===== config.mk =====
export PLATFORM = sky130hd
export DESIGN_NAME = fifo_rd_ctrl
export DESIGN_NICKNAME = d
export VERILOG_FILES = /design/src/rtl/fifo_rd_ctrl.sv
export SDC_FILE = /design/constraint.sdc
export NUM_CORES = 1
export LEC_CHECK = 0
export ABC_AREA = 1
export CAP_MARGIN = 20
export CORE_MARGIN = 1.5
export CORE_UTILIZATION = 46
export CTS_CLUSTER_DIAMETER = 60
export CTS_CLUSTER_SIZE = 20
export DETAILED_ROUTE_END_ITERATION = 8
export GPL_TIMING_DRIVEN = 0
export PLACE_DENSITY = 0.73
export SLEW_MARGIN = 0
export SYNTH_ARGS = -nofsm -noshare
export SYNTH_HDL_FRONTEND = slang
export SYNTH_SLANG_ARGS = --single-unit

===== constraint.sdc =====
create_clock -name rd_clk -period 5.8 [get_ports rd_clk]
set_clock_uncertainty 0.2 [all_clocks]
set_input_delay 1.16 -clock rd_clk [delete_from_list [all_inputs] [get_ports rd_clk]]
set_output_delay 1.16 -clock rd_clk [all_outputs]
set_load 0.01 [all_outputs]

===== src/rtl/fifo_rd_ctrl.sv =====
// Async-FIFO read-side controller: 2-entry skid buffer, enable/flush FSM.
// Define FIFO_RD_CNT_EN to add the rd_count delivered-word counter.
module fifo_rd_ctrl #(
  parameter int DATA_WIDTH = 8
`ifdef FIFO_RD_CNT_EN
  , parameter int CNT_WIDTH = 16
`endif
) (
  input  logic                  rd_clk,
  input  logic                  rd_rst,
  input  logic                  enable,
  input  logic                  fifo_empty,
  input  logic [DATA_WIDTH-1:0] data_out,
  output logic                  rd_en,
  output logic                  m_valid,
  input  logic                  m_ready,
  output logic [DATA_WIDTH-1:0] m_data,
  output logic                  busy
`ifdef FIFO_RD_CNT_EN
  , output logic [CNT_WIDTH-1:0] rd_count
`endif
);

  typedef enum logic [1:0] {
    IDLE,
    RUN,
    FLUSH
  } state_e;

  state_e state_q, state_d;
  logic [1:0] occ_q, occ_d;
  logic infl_q;
  logic [1:0][DATA_WIDTH-1:0] buf_q, buf_d;
  logic pop;
  logic tail;

  assign pop     = m_valid & m_ready;
  assign m_valid = (occ_q != 2'd0);
  assign m_data  = buf_q[0];
  assign busy    = (state_q != IDLE);

  // occupancy after this cycle's capture and pop; gates the next FIFO pop
  assign occ_d = occ_q + {1'b0, infl_q} - {1'b0, pop};
  assign rd_en = (state_q == RUN) & ~fifo_empty & (occ_d < 2'd2);

  assign tail = (occ_q == 2'd2) | ((occ_q == 2'd1) & ~pop);

  always_comb begin
    buf_d = buf_q;
    if (pop) buf_d[0] = buf_q[1];
    if (infl_q) buf_d[tail] = data_out;
  end

  always_comb begin
    state_d = state_q;
    case (state_q)
      IDLE:  if (enable) state_d = RUN;
      RUN:   if (!enable) state_d = FLUSH;
      FLUSH: begin
        if (enable) state_d = RUN;
        else if (!infl_q && occ_q == 2'd0) state_d = IDLE;
      end
      default: state_d = IDLE;
    endcase
  end

  always_ff @(posedge rd_clk or negedge rd_rst) begin
    if (!rd_rst) begin
      state_q <= IDLE;
      occ_q   <= 2'd0;
      infl_q  <= 1'b0;
      buf_q   <= '0;
    end else begin
      state_q <= state_d;
      occ_q   <= occ_d;
      infl_q  <= rd_en;
      buf_q   <= buf_d;
    end
  end

`ifdef FIFO_RD_CNT_EN
  logic [CNT_WIDTH-1:0] cnt_q;

  assign rd_count = cnt_q;

  always_ff @(posedge rd_clk or negedge rd_rst) begin
    if (!rd_rst) cnt_q <= '0;
    else if (pop) cnt_q <= cnt_q + {{(CNT_WIDTH-1){1'b0}}, 1'b1};
  end
`endif

endmodule


=== After elaboration in Yosys (flattened, before gate mapping) ===
Cells that the tools add are included.

* Word-level logic and storage cells: 42
* Bits of input ports: 13
* Output and inout port bits: 11
* Register bits: 21

* Bitwise logic cells: 7
* Muxes and demuxes: 10
* Order comparisons: 3
* Equal/unequal tests: 7
* Reduce and logical (&&, ||, !) cells: 8
* $add $sub $neg: 2

{| class="wikitable"
|+ Operators by type and width
! operator !! number
|-
| $mux W8 || 3
|-
| $bwmux W16 || 1
|-
| $demux W8 S1 || 1
|-
| $mux W2 || 4
|-
| $pmux W2 S3 || 1
|-
| $and A1 B1 Y1 || 4
|-
| $eq A2 B1 Y1 const B || 2
|-
| $eq A2 B2 Y1 const B || 2
|-
| $logic_not A2 Y1 || 2
|-
| $ne A2 B2 Y1 const B || 2
|-
| $reduce_bool A2 Y1 || 2
|-
| $ne A3 B3 Y1 const B || 1
|-
| $reduce_and A3 Y1 || 1
|-
| $add A2 B1 Y2 || 1
|-
| $logic_and A1 B1 Y1 || 2
|-
| $lt A1 B2 Y1 const B || 1
|-
| $lt A2 B2 Y1 const B || 1
|-
| $not A1 Y1 || 2
|-
| $sub A2 B1 Y2 || 1
|-
| $ge A1 B1 Y1 const B || 1
|-
| $logic_not A1 Y1 || 1
|-
| $or A1 B1 Y1 || 1
|}

=== Logic depth before layout (Yosys ltp) ===
* Depth after elaboration: 11
* Mapped depth: 9
* Depth with buffers taken out: 8

=== Worst setup path before layout ===
OpenSTA, ideal clock, no wires.

* Path type: input port to output port
* Start: input port m_ready
* End: output port rd_en
* Arrival time: 2.257 ns
* Stages: 9
* Slack: 2.183 ns
* Path buffers: 1
* Data required time: 4.440 ns
* Cells stage by stage: buf_6 o21ai_2 inv_1 ha_1 inv_1 ha_1 nand3b_1 nand2_1 nor2_1

* Cells in the longest elaborated chain, start to end: 4

{| class="wikitable"
|+ Ends and longest elaborated chain
! element !! RTL line !! text
|-
| from (decl) || 16 || <nowiki>input logic m_ready,</nowiki>
|-
| $and A1 B1 Y1 || 37 || <nowiki>assign pop = m_valid & m_ready;</nowiki>
|-
| $sub A2 B1 Y2 || 43 || <nowiki>assign occ_d = occ_q + {1'b0, infl_q} - {1'b0, pop};</nowiki>
|-
| named net occ_d[1] || 31 || <nowiki>logic [1:0] occ_q, occ_d;</nowiki>
|-
| $lt A2 B2 Y1 || 44 || <nowiki>assign rd_en = (state_q == RUN) & ~fifo_empty & (occ_d < 2'd2);</nowiki>
|-
| $and A1 B1 Y1 || 44 ||
|-
| to (decl) || 14 || <nowiki>output logic rd_en,</nowiki>
|}

The timed path passes the listed nets, and every way through them passes these cells.

=== Worst setup path after layout ===
Ends and elaborated chain as after synthesis.

==> results by group <==
Clocking
  • CTS H-tree lvls: 1
  • Post-CTS Resized: 0
  • Max Root-Sink Buffers: 2
  • Root Buffer: clkbuf_4
  • Clock Latency Late Sink: 0.30 ns
  • Post-CTS setup buffer count: 0
  • CTS Buf Count: 3
  • Clk sinks: 21
  • Hold buffers post-CTS: 0
  • CTS tree: done
  • CTS clk-pin slew, worst paths: 0.12 ns

Die
  • Core box area: 2250 µm²
  • Chip Height: 52.1 µm
  • IO Pins: 24
  • Die area: 2720 µm²
  • Die width: 52.1 µm
  • Row count: 17
  • Initial core utilization: 49.2%

Power and ir drop
  • Clock share of power: 11.3%
  • Sw frac: 40.2%
  • Pint: 377 µW
  • Sequential power share: 38.4%
  • VDD IR-drop max: 279 µV
  • Logic pwr share: 50.3%
  • Power per Cell Area: 450 nW/µm²
  • Sw Pwr: 253 µW
  • Leakage power: 0.751 nW

Logic synthesis
  • Post-synthesis sequential element count: 21
  • Synthesized instance count: 137
  • Post-synth EDFFs: 0
  • Syn Nets: 152
  • Primary FF master, synth: dfrtp_1
  • Yosys warning total: 0
  • Ys async rst share: 100%
  • Count of cell types in the netlist: 21
  • Synth Area per Inst: 8.10 µm²
  • Share of the yosys chip area belonging to registers: 47.4%
  • Post-Syn Area: 1110 µm²

Timing
  • Total negative setup slack: 0 ns
  • # setup viols final: 0
  • Crit path time final: 4.74 ns
  • Fmax: 211 MHz
  • Tightest Pin Transition: 0.969 ns
  • RSZ-0062 raised after global routing: no
  • Slew Limit Fails: 0
  • Final Hold Fails: 0
  • Tcrit/Tclk final: 81.7%
  • Rel. slew slack: 35.2%

Detailed routing
  • Initial DRC Count: 25
  • Final wirelength: 2.43 mm
  • WL/cell: 12.7 µm
  • DR vias/cell: 5.17
  • Via count: 993
  • TritonRoute pass-1 iters: 4
  • Antenna viol nets, final: 0
  • DRC Markers: 0

Hold path
  • Cell depth of the worst hold path: 2
  • Hold wc startpoint: buf_q[8]
  • Hold WC Path Type: flip-flop to flip-flop
  • Hold endpoint: buf_q[8]

Final layout
  • ANT cells: 0
  • # fillers: 218
  • Commonest cells after routing, fill and taps aside: nand2_1 (55), nand3_1 (25), clkdlybuf4s50_1 (23)
  • Fin nets: 180
  • Commonest non-fill, non-tap cell in the layout: nand2_1
  • Layout area overhead: 26.4%
  • Final Cell Area: 1400 µm²
  • Share of layout cells above drive strength 1: 15.2%

Run status
  • Status: completed

GRT
  • Global-route wire length before repair: 4.13 mm
  • GRT Residual Overflow: 0
  • Largest net degree at the start of global routing: 22
  • Gr usage total: 21.2%
  • Initial antenna violation count: 0
  • Vias in the first global route: 956

Place
  • Post-DP HPWL: 1.65 mm
  • Port bufs: 23
  • GP Congestion: 0.762
  • Placed cell area: 1380 µm²

Setup path
  • Worst Path Max Fanout: 10
  • CP Launch Type: input port
  • Crit path arrival time: 3.38 ns
  • FF-to-FF End: infl_q
  • Req. time, crit path: 4.44 ns
  • Critical path endpoint category: primary output
  • Critical R2R Launch: occ_q[0]
  • FF-to-FF path depth: 8
  • Critical path class: input port to primary output
  • Worst reg-to-reg setup slack: 3.72 ns

Flow run
  • Max-cap viol count: 0
-- layer usage --
| metal | track usage, % | wire (µm) | vias up |
|---|---|---|---|
| met1 | 26.6 | 1080 | 463 |
| li1 | - | - | 487 |
| met3 | 3.74 | 119 | 8 |
| met2 | 34.8 | 1170 | 35 |
| met5 | 0 | 0 | - |
| met4 | 11.0 | 59 | 0 |
-- worst max-delay path by stage --
| stage | startpoint | end | cells after the start |
|---|---|---|---|
| after detailed placement | m_ready | rd_en | 11 |
| final | m_ready | rd_en | 11 |
| after global placement | m_ready | rd_en | 11 |
| after floorplan | m_ready | rd_en | 9 |
| after CTS | m_ready | rd_en | 11 |
| after global routing | m_ready | rd_en | 11 |
-- area by class of cell --
class / instances / area [µm²] / area share [%]
sequential: 21 / 526 / 37.5
multi-input combinational: 97 / 465 / 33.2
timing repair buffer: 23 / 230 / 16.4
buffer: 12 / 92.6 / 6.60
tap: 28 / 35.0 / 2.50
inverter: 7 / 26.3 / 1.87
clock buffer: 3 / 22.5 / 1.61
clock inverter: 1 / 5.00 / 0.357
-- registers in the layout, summed over array words and instances, names as in the netlist --
register,cells
buf_q,8
infl_q,1
m_data,8
occ_q,2
state_q,2
-- logic make-up (layout without fill, tap and decap cells) --
kind of cell / count (synthesis) / in the layout / synth area share [%]
simple gates: 92 / 92 / 38.0
flops: 21 / 21 / 47.4
buf+inv: 19 / 46 / 10.7
compound gates: 3 / 3 / 1.69
fa+ha+maj: 2 / 2 / 2.25
-- through the flow --
step	hold slack [ns]	power [mW]	utilization (%)	setup WS, ns	cells
CTS	0.290	0.636	62.2	1.04	192
floorplan	0.243	0.449	-	2.18	137
finish	0.286	0.631	62.2	1.06	192
detailed placement	0.259	0.563	61.0	1.06	188
global route	0.318	0.685	62.2	0.934	192
global placement	0.253	0.552	61.0	1.11	188
-- critical path: stages --
cell and delay [ns]:
clkdlybuf4s50_1 0.44, buf_6 0.16, o21ai_2 0.18, inv_1 0.09, ha_1 0.29, inv_1 0.06
ha_1 0.14, nand3b_1 0.11, nand2_1 0.07, nor2_1 0.12, clkdlybuf4s50_1 0.56
-- power by group through the flow --
| stage | combinational (mW) | sequential [mW] | clock [mW] |
|---|---|---|---|
| 2_1_floorplan | 0.213 | 0.237 | 0 |
| 3_3_place_gp | 0.310 | 0.242 | 0 |
| 3_5_place_dp | 0.318 | 0.245 | 0 |
| 4_1_cts | 0.320 | 0.242 | 0.0748 |
| 5_1_grt | 0.358 | 0.249 | 0.0789 |
| 6_report | 0.317 | 0.242 | 0.0715 |
-- Yosys cell counts (2+ instances only) --
cell	n	area [µm²]
nand2_1	55	206
nand3_1	25	125
dfrtp_1	21	526
buf_4	8	60.1
inv_1	5	18.8
buf_2	2	10.0
buf_6	2	22.5
ha_1	2	25.0
inv_2	2	7.51
nand2_4	2	22.5
nand3b_1	2	15.0
nor2_1	2	7.51
Power figures use the tool's default switching activity.
